$ cat config.mk
export PLATFORM = sky130hd
export DESIGN_NAME = md5_response_transmitter
export DESIGN_NICKNAME = d
export VERILOG_FILES = /design/src/rtl/md5_link_pkg.sv /design/src/rtl/md5_frame_checksum.sv /design/src/rtl/md5_response_transmitter.sv
export SDC_FILE = /design/constraint.sdc
export NUM_CORES = 1
export LEC_CHECK = 0
export CAP_MARGIN = 20
export CORE_MARGIN = 2
export CORE_UTILIZATION = 49
export CTS_BUF_LIST = sky130_fd_sc_hd__clkbuf_4
export DETAILED_ROUTE_END_ITERATION = 8
export GPL_ROUTABILITY_DRIVEN = 0
export PLACE_DENSITY = 0.8
export SLEW_MARGIN = 25
export SYNTH_ARGS = -nofsm -noshare
export SYNTH_HDL_FRONTEND = slang
export SYNTH_SLANG_ARGS = --single-unit
export TNS_END_PERCENT = 10
$ cat constraint.sdc
create_clock -name clk -period 2.6 [get_ports clk]
set_clock_uncertainty 0.15 [all_clocks]
set_input_delay 0.39 -clock clk [delete_from_list [all_inputs] [get_ports clk]]
set_output_delay 0.39 -clock clk [all_outputs]
set_load 0.02 [all_outputs]
$ cat src/rtl/md5_link_pkg.sv
// Definitions shared by the inbound command path and the outbound response framer.
// Frame headers, payload sizes, framer states and the inbound command-word range.
package md5_link_pkg;

  localparam logic [7:0] HEADER_MATCH = 8'h4D;
  localparam logic [7:0] HEADER_WORD  = 8'h57;
  localparam int         TEXT_BYTES   = 16;
  localparam int         WORD_BYTES   = 4;

  typedef enum logic [1:0] {
    IDLE     = 2'd0,
    HEADER   = 2'd1,
    BODY     = 2'd2,
    CHECKSUM = 2'd3
  } tx_state_e;

  // Inbound command words all fall inside this range.
  localparam logic [31:0] CMD_FIRST = 32'h5230_0000;
  localparam logic [31:0] CMD_LAST  = 32'h5230_3001;

  function automatic logic is_link_cmd(input logic [31:0] word);
    return (word >= CMD_FIRST) && (word <= CMD_LAST);
  endfunction

endpackage

$ cat src/rtl/md5_frame_checksum.sv
// XOR accumulator for the frame trailer: load starts a new frame, acc folds in a byte.
// One-cycle update; load wins over acc.
module md5_frame_checksum (
  input  logic       clk,
  input  logic       resetN,
  input  logic       load_en,
  input  logic       acc_en,
  input  logic [7:0] din,
  output logic [7:0] sum
);

  logic [7:0] sum_q;
  logic [7:0] sum_d;

  always_comb begin
    sum_d = sum_q;
    if (load_en) begin
      sum_d = din;
    end else if (acc_en) begin
      sum_d = sum_q ^ din;
    end
  end

  always_ff @(posedge clk or negedge resetN) begin
    if (!resetN) begin
      sum_q <= 8'h00;
    end else begin
      sum_q <= sum_d;
    end
  end

  assign sum = sum_q;

endmodule

$ cat src/rtl/md5_response_transmitter.sv
// Frames match events and status words into header/payload/checksum bytes on a valid/ready stream.
// Header appears one edge after a request is latched; 1 byte/clk with txReady high; stalls hold data.
module md5_response_transmitter
  import md5_link_pkg::*;
(
  input  logic         clk,
  input  logic         resetN,
  input  logic         hasMatched,
  input  logic [127:0] text,
  input  logic [31:0]  dataOut,
  input  logic         wordStrobe,
  output logic [7:0]   txData,
  output logic         txValid,
  input  logic         txReady,
  output logic         busy,
  output logic         dropped
);

  tx_state_e    state_q, state_d;
  logic         match_prev_q, match_prev_d;
  logic         match_pend_q, match_pend_d;
  logic         word_pend_q, word_pend_d;
  logic         dropped_q, dropped_d;
  logic         is_match_q, is_match_d;
  logic [127:0] shift_q, shift_d;
  logic [4:0]   idx_q, idx_d;

  logic         handshake;
  logic         select;
  logic         last_byte;
  logic [7:0]   cs_sum;

  assign handshake = txValid && txReady;
  assign select    = (state_q == IDLE) && (match_pend_q || word_pend_q);
  assign last_byte = (idx_q == (is_match_q ? 5'(TEXT_BYTES - 1) : 5'(WORD_BYTES - 1)));

  // State register
  always_ff @(posedge clk or negedge resetN) begin
    if (!resetN) begin
      state_q <= IDLE;
    end else begin
      state_q <= state_d;
    end
  end

  // Next-state logic
  always_comb begin
    state_d = state_q;
    case (state_q)
      IDLE:     if (match_pend_q || word_pend_q) state_d = HEADER;
      HEADER:   if (handshake) state_d = BODY;
      BODY:     if (handshake && last_byte) state_d = CHECKSUM;
      CHECKSUM: if (handshake) state_d = IDLE;
      default:  state_d = IDLE;
    endcase
  end

  // Output logic
  always_comb begin
    txValid = (state_q != IDLE);
    busy    = (state_q != IDLE);
    case (state_q)
      HEADER:   txData = is_match_q ? HEADER_MATCH : HEADER_WORD;
      BODY:     txData = shift_q[7:0];
      CHECKSUM: txData = cs_sum;
      default:  txData = 8'h00;
    endcase
  end

  // Request latching runs in every state; a new request in the cycle its flag clears stays pending.
  always_comb begin
    match_prev_d = hasMatched;
    match_pend_d = match_pend_q;
    word_pend_d  = word_pend_q;
    dropped_d    = dropped_q | (wordStrobe & word_pend_q);
    is_match_d   = is_match_q;
    shift_d      = shift_q;
    idx_d        = idx_q;

    if (select) begin
      is_match_d = match_pend_q;
      shift_d    = match_pend_q ? text : {96'd0, dataOut};
      idx_d      = 5'd0;
      if (match_pend_q) begin
        match_pend_d = 1'b0;
      end else begin
        word_pend_d = 1'b0;
      end
    end

    if (hasMatched && !match_prev_q) match_pend_d = 1'b1;
    if (wordStrobe) word_pend_d = 1'b1;

    if ((state_q == BODY) && handshake) begin
      shift_d = {8'h00, shift_q[127:8]};
      idx_d   = idx_q + 5'd1;
    end
  end

  always_ff @(posedge clk or negedge resetN) begin
    if (!resetN) begin
      match_prev_q <= 1'b0;
      match_pend_q <= 1'b0;
      word_pend_q  <= 1'b0;
      dropped_q    <= 1'b0;
      is_match_q   <= 1'b0;
      shift_q      <= 128'd0;
      idx_q        <= 5'd0;
    end else begin
      match_prev_q <= match_prev_d;
      match_pend_q <= match_pend_d;
      word_pend_q  <= word_pend_d;
      dropped_q    <= dropped_d;
      is_match_q   <= is_match_d;
      shift_q      <= shift_d;
      idx_q        <= idx_d;
    end
  end

  assign dropped = dropped_q;

  md5_frame_checksum u_checksum (
    .clk     (clk),
    .resetN  (resetN),
    .load_en ((state_q == HEADER) && handshake),
    .acc_en  ((state_q == BODY) && handshake),
    .din     (txData),
    .sum     (cs_sum)
  );

endmodule

; ---- After elaboration in Yosys (flattened, before gate mapping)
; Cells that the tools add are included.
[classes]
mux = 20
multipliers = 0
shift = 0
eq_ne = 9
n_div = 0
order_cmp = 0
addsub = 1
n_bitwise = 3
n_reduce_logical = 16
[ops]
columns = cell, n
row1 = 128-bit 2-to-1 mux, 3
row2 = 8-bit one-hot mux with 3 select lines, 1
row3 = 8-bit 2-to-1 mux, 2
row4 = 5-bit 2-to-1 mux, 3
row5 = 2-bit nonzero test, 5
row6 = 2-bit 2-to-1 mux, 4
row7 = "2-bit != test, second input constant", 4
row8 = 2-bit one-hot mux with 4 select lines, 1
row9 = 8-bit bitwise XOR, 1
row10 = 1-bit logical AND, 6
row11 = "5-bit by 1-bit adder with 5-bit output, second input constant", 1
row12 = 5-bit by 4-bit equality test with 1-bit output, 1
row13 = 1-bit 2-to-1 mux, 5
row14 = "2-bit equality test, second input constant", 2
row15 = 4-bit 2-to-1 mux, 1
row16 = 4-bit AND reduction, 1
row17 = "2-bit by 1-bit equality test with 1-bit output, second input constant", 1
row18 = 2-bit logical NOT, 1
row19 = "2-bit by 1-bit != test with 1-bit output, second input constant", 1
row20 = 2-bit AND reduction, 1
row21 = 1-bit AND, 1
row22 = 1-bit logical NOT, 1
row23 = 1-bit logical OR, 1
row24 = 1-bit bitwise OR, 1
[word_totals]
in_bits = 165
out_inout_bits = 11
regBits = 148
ram_bits = 0
wordCells = 58
latchBits = 0
rom_bits = 0
mem_count = 0

; ---- Depth between registers and ports, before layout
[depth]
ltp_word = 5
depth_mapped = 9
mapped_depth_nobuf = 6

; ---- Cells and area by module
; Synthesis repeated with hierarchy kept, for this count alone.
[hier_totals]
cells_unflattened = 702
area_unflattened_um2 = 6949.2
[modules_own_cells]
columns = mod, n_inst, cells_per_inst, area_each_um2, seq_area_each_um2
row1 = md5_response_transmitter, 1, 657, 6465.0, 3503.4
row2 = md5_frame_checksum, 1, 45, 484.2, 200.2

; ---- Worst setup path before layout
; No wires, ideal clock.
[synth_path]
path_kind = reg2out
from = register state_q[1]
to = output txData[1]
required_ns = 2.060
path_buffers = 2
path_stages_with_launch = 6
t_arrival_ns = 1.510
path_slack_ns = 0.550
path_cell_list = dfrtp_1 inv_1 ha_1 buf_2 buf_1 a31oi_1
[synth_via]
elab_chain_cells = 2
[synth_lines]
columns = item, line
row1 = start: declaration, md5_response_transmitter.sv:19  ; tx_state_e state_q, state_d;
row2 = start signal: assignment, md5_response_transmitter.sv:42  ; state_q <= state_d;
row3 = 2-bit equality test / 2-bit by 1-bit equality test with 1-bit output (equally long branches), md5_response_transmitter.sv:62  ; case (state_q)
row4 = 8-bit one-hot mux with 3 select lines (*), md5_response_transmitter.sv:62
row5 = end: declaration, md5_response_transmitter.sv:12  ; output logic [7:0] txData,
; Mark *: on every way between the ends. The rest lies on a longest branch, timed or not.

; ---- Final worst setup path
[layout_path]
from = register state_q[1]
to = output txData[3]
; Same word-level chain as after synthesis.

==> metrics.cfg <==
[synthesis]
post-synth-top-area-fraction_pct=53.6
yosys.area_share.simple_pct=16.6
synth_fa_ha_area_share_pct=1.09
synth.most_common_cell=dfrtp_1
ys_types=45
synth_cells=705
ys_seq_area_share_pct=53.6
ys_ff_latch=148
synthMuxAreaShare_pct=4.85
syn_avg_cell_area_um2=9.80
yosys_most_used_dff=dfrtp_1
yosysTopAreaCell=dfrtp_1
synth-xor-area-share_pct=0
synthTopCellsByCount=148 x dfrtp_1, 134 x nand2_1, 91 x nor2_1, 61 x a22oi_1, 50 x a21oi_1
synthArstFlopShare_pct=100
synth_edf_count=0
synth_top_family_by_area=compound AO/OA/AOI/OAI gates
synth_area_leaders=dfrtp_1 54%, nand2_1 7.3%, a22oi_1 6.6%
netlist_area_um2=6910
synth_nets=876
ys_warn_count=0
synth_compound_gate_area_share_pct=19.3

[floorplan]
start_util_pct=50.0
rows=43
die_x_um=123
dieArea_um2=15100
num_io_pins=176
die_h_um=123
core_area_um2=13800

[pwr]
ir_drop_mv=0.493
leakage_nw=4.17
power.total_mw=10.6
powerDensity_nw_per_um2=1150

[final_layout]
finalNonFillerCells=1068
nets=1046
num_antenna_cells=0
layout-drive-gt1-share_pct=12.2
fillers=1066
syn2layout_area_growth_pct=34.1
register_area_um2=3710
multiInputGateArea_um2=2960

[clock_tree]
clk_pin_slew_worst_paths_ns=0.12
clk_latency_ns=0.53
cts_tree=built
cts-root-buf=clkbuf_4
cts.path.max_buffers=2
numCtsBuffers=17
h-tree-depth=4
cts_sinks=148

[worst_setup_path]
crit_fanout=6
crit_buf_inv=3
cp.arrival_ns=2.03
worst_path_most_repeated_cell=inv_2
critPathLaunchType=register
path_delay_family=flip-flops
r2r-start=state_q[1]$_DFFE_PN0P_
crit_type=reg2out
endpoint_kind=output pin
cp_cell_sequence=inv_2 -> ha_4 -> a222oi_1 -> or2_4 -> inv_2 -> buf_6
crit_path_top_delay_cell=dfrtp_2
ff2ff_path_depth=9
worst_r2r_endpoint=shift_q[92]$_DFFE_PN0P_
max_stage_delay_ns=0.46
rrSetupSlack_ns=0.14
worstPathRequired_ns=2.06

[placed_design]
pre_cts_ws_ns=0.0830
hpwlAfterDp_um=12500
place_inst=1027
portBuffers=175

[worst_hold_path]
hold_depth=1
min_from=hasMatched
min_path_type=in2reg
hold_end=match_prev_q$_DFF_PN0_

[sta]
grt_setup_unrepaired=yes
setup-tns-final_ns=0
hold_violations=0
slew_headroom_pct=61.0
min_period_ns=2.57
slew_viol_final=0
worst_slew_pin_slew_ns=0.584
setup_slack_ns=0.0289
setup_viol=0
holdWs_ns=0.172
max_freq_ghz=0.389
finalCritPeriodShare_pct=98.9

[route]
vias=6169
ant_nets=0
drt-wirelength-per-cell_um=17.2
drc=0
drt-pass1-iter-count=5
wl_um=18400
viasPerCell=5.78
drt-initial-drc-count=538

[grt]
grt_usage_pct=24.3
grt_antenna_before_repair=0
grt_pass1_wl_um=28500
grt_max_degree=69
grt_pass1_vias=5857
overflow=0

[flow_run]
cap_viol_max_count=0

[status]
outcome=completed

[cells in the final DEF (no fill, tap or decap), drive strengths merged, types with 2 or more instances in the layout]
| master | n |
|---|---|
| nand2b | 2 |
| nand2 | 135 |
| and2 | 2 |
| a311oi | 5 |
| mux2i | 32 |
| a32o | 8 |
| a22o | 2 |
| a221o | 12 |
| buf | 33 |
| clkdlybuf4s15 | 4 |
| inv | 8 |
| bufinv | 3 |
| ha | 6 |
| o221a | 20 |
| nand3 | 4 |
| clkbuf | 20 |
| nor2 | 92 |
| a22oi | 61 |
| clkinv | 9 |
| nand3b | 2 |
| dlygate4sd2 | 2 |
| dfrtp | 148 |
| clkdlybuf4s50 | 164 |
| nor3 | 35 |
| o21ai | 7 |
| a21o | 3 |
| a21oi | 50 |
[state kept, by name, indices dropped and copies added (netlist names)]
signal	cells
dropped	1
word_pend_q	1
u_checksum.sum	8
idx_q	5
state_q	2
match_pend_q	1
is_match_q	1
match_prev_q	1
shift_q	128
[worst max-delay path by stage]
stage | end | cells past startpoint | start | slack (ns)
2_1_floorplan | txData[1] | 5 | state_q[1]$_DFFE_PN0P_ | 0.55
3_3_place_gp | txData[3] | 6 | state_q[0]$_DFFE_PN0P_ | 0.16
3_5_place_dp | txData[2] | 4 | state_q[1]$_DFFE_PN0P_ | 0.08
4_1_cts | txData[3] | 6 | state_q[1]$_DFFE_PN0P_ | -0.17
5_1_grt | txData[3] | 6 | state_q[1]$_DFFE_PN0P_ | -0.09
6_report | txData[3] | 6 | state_q[1]$_DFFE_PN0P_ | 0.03
[metrics by stage]
| stage | instance area [um^2] | util, % |
|---|---|---|
| after floorplan | 6910 | - |
| after global placement | 8840 | 63.9 |
| after detailed placement | 8840 | 63.9 |
| after CTS | 9180 | 66.4 |
| after global routing | 9260 | 67.0 |
| final | 9260 | 67.0 |
[kinds of logic (layout without fill, tap and decap cells)]
| logic type | after synthesis | count (layout) |
|---|---|---|
| AND/OR/NAND/NOR | 279 | 279 |
| AO/OA/AOI/OAI | 177 | 177 |
| flip-flops | 148 | 148 |
| buffers and inverters | 62 | 245 |
| multiplexers | 33 | 33 |
| adder cells (fa/ha/maj) | 6 | 6 |
[metal layers]
metal	GRT usage [%]	wire length, um	vias up
met5	0	0	-
met4	8.55	365	0
met3	4.69	1270	33
met2	40.7	9090	259
met1	31.6	7690	3030
li1	-	-	2847
[report_power, final]
part / internal (mW) / switching (mW) / total [mW]
Combinational: 2.28 / 2.85 / 5.12
Clock: 0.670 / 0.789 / 1.46
Sequential: 3.35 / 0.693 / 4.05
Total: 6.30 / 4.33 / 10.6
[layout make-up]
type                       count  share of cell area [%]
tap                          180                    2.43
inverter                       8                   0.351
sequential                   148                    40.0
timing repair buffer         205                    22.2
clock inverter                13                    1.51
clock buffer                  19                    1.54
multi-input combinational    495                    32.0
[timing repair]
| item | CTS | global route |
|---|---|---|
| pin swaps | 1 | 4 |
| hold buffers | 1 | 0 |
| endpoints found under the hold margin | 56 | 0 |
| setup endpoints to repair | 10 | 11 |
| resized for setup | 28 | 30 |
| buffers inserted | 3 | 5 |
Power figures use the tool's default switching activity.
==> variant, RTL diff (same flow settings) <==
Re-encode `tx_state_e` (4 states) as one-hot, 4 bits wide.
--- a/src/rtl/md5_link_pkg.sv
+++ b/src/rtl/md5_link_pkg.sv
@@ -9,7 +9,7 @@
 
-  typedef enum logic [1:0] {
-    IDLE     = 2'd0,
-    HEADER   = 2'd1,
-    BODY     = 2'd2,
-    CHECKSUM = 2'd3
+  typedef enum logic [3:0] {
+    IDLE     = 4'b0001,
+    HEADER   = 4'b0010,
+    BODY     = 4'b0100,
+    CHECKSUM = 4'b1000
   } tx_state_e;
Function: no difference found for any inputs over 10 cycles, from zero or initial values and one cycle with resetN low; not proved beyond that.
==> variant against the original RTL <==
  * The flow now finishes with violations (negative setup slack)
  * Synthesized area increased by 4.8%
  * Sequential share of layout area decreased by 0.17 points
  * Global-route usage about the same
  * Sequential cell count increased by 2
  * Combinational power decreased by 12%
  * Non-clock buffer count decreased by 6
  * Register-to-register slack improved by 0.18 ns
  * Wire length increased by 4.1%
  * Power decreased by 7.3%
  * Final area increased by 1.9%
  * Setup slack got worse by 0.069 ns
==> variant: results (changes against the original RTL) <==
Final WS setup -0.0401 ns (-0.0690 ns); R2R Path End shift_q[102]$_DFFE_PN0P_; layout cells sized above 1 10.9% (-1.3 points); Avg Vias per Cell 5.93 (+2.6%); max incr delay on CP 0.50 ns (+0.04 ns); largest net degree at the start of global routing 91 (+32%); R2R setup slack 0.32 ns (+0.18 ns); Fillers 1151 (+8.0%); DR iter-0 viols 584 (+8.6%); Worst EP arrival 2.10 ns (+0.07 ns); Clock Latency Late Sink 0.51 ns (-0.02 ns); Synth area leaders dfrtp_1 (52%), nor2_1 (11%), a221oi_1 (8.3%), a221o_1 (4.4%), mux2i_1 (4.4%); Worst slew margin 54.3% (-6.7 points); pre-CTS setup slack 0.160 ns (+0.0771 ns); CTS H-tree lvls 4 (unchanged); Most used DFF post-synth dfrtp_1; peak supply drop 0.667 mV (+35%); Post-DP HPWL 13200 um (+5.5%); R2R cell count 6 (-3); top cells by count, synth nor2_1 (221), dfrtp_1 (149), a221oi_1 (69); global-route wire length before repair 31000 um (+8.5%); total track usage 24.3% (about the same); hold path endpoint match_prev_q$_DFF_PN0_; clock buffer count from CTS 17 (unchanged); final setup fails 1 (+1); status complete, but fails checks; sequential area share after synthesis 51.9% (-1.7 points); P_leak 4.33 nW (+3.9%); HP Start hasMatched; Crit Path Max Fanout 10 (+4); Net Count, Synth 875 (-0.11%); delay-heaviest family, CP buffers and inverters; crit path capture txData[1]; nets@finish 1027 (-1.8%); failing checks negative setup slack; setup tns final -0.0401 ns (-0.0401 ns); Cell variety after synth 51 (+13%); antenna violations before repair 1 (+1); most flop-heavy register shift_q; RR Startpoint state_q[0]$_DFFE_PN1P_; drt total wl 19200 um (+4.1%)
-- variant: area by class of cell --
cell class                      count  area (um^2)  share of cell area (%)
Multi-Input combinational cell    485         3150                    33.4
Clock inverter                      8         60.1                   0.636
Antenna cell                        1         2.50                  0.0265
Inverter                            8         30.0                   0.318
Tap cell                          184          230                    2.44
Timing Repair Buffer              199         2040                    21.6
Clock buffer                       22          165                    1.75
Sequential cell                   150         3760                    39.9
-- variant: power breakdown --
part	internal (mW)	total (mW)	switching, mW
clock network	0.501	1.23	0.733
logic	2.16	4.50	2.34
registers	3.34	4.11	0.774
total	6.00	9.85	3.85
-- variant: what timing repair did --
action                                 CTS  global route
pin swaps                                0             0
gates resized for setup                 18            14
setup endpoints to repair               10             9
buffers inserted                         1             0
endpoints found under the hold margin   50             0
hold buffers                             1             0
-- variant: metal layers --
layer	part of all wire (%)	global-route usage, %
met5	0	0
met4	3.2	9.61
met3	5.6	4.92
met2	49	39.6
met1	42	32.2
-- variant: per-stage QoR --
stage               hold WS (ns)  instance area, um^2  util (%)  instances
floorplan                -0.0556                 7240         -        709
global placement           0.224                 9200      63.5       1024
detailed placement         0.232                 9200      63.5       1024
CTS                        0.149                 9440      65.2       1056
global route               0.163                 9440      65.2       1057
finish                     0.198                 9440      65.2       1057
-- variant: kinds of logic (layout without fill, tap and decap cells) --
group	Yosys count	after routing	share of synthesized area, %
adder cells (fa/ha/maj)	1	1	0.173
AO/OA/AOI/OAI	183	183	22.9
XOR/XNOR	3	3	0.363
other	0	1	0
buffers and inverters	74	237	5.03
multiplexers	32	32	4.43
AND/OR/NAND/NOR	266	266	15.2
flip-flops	150	150	51.9
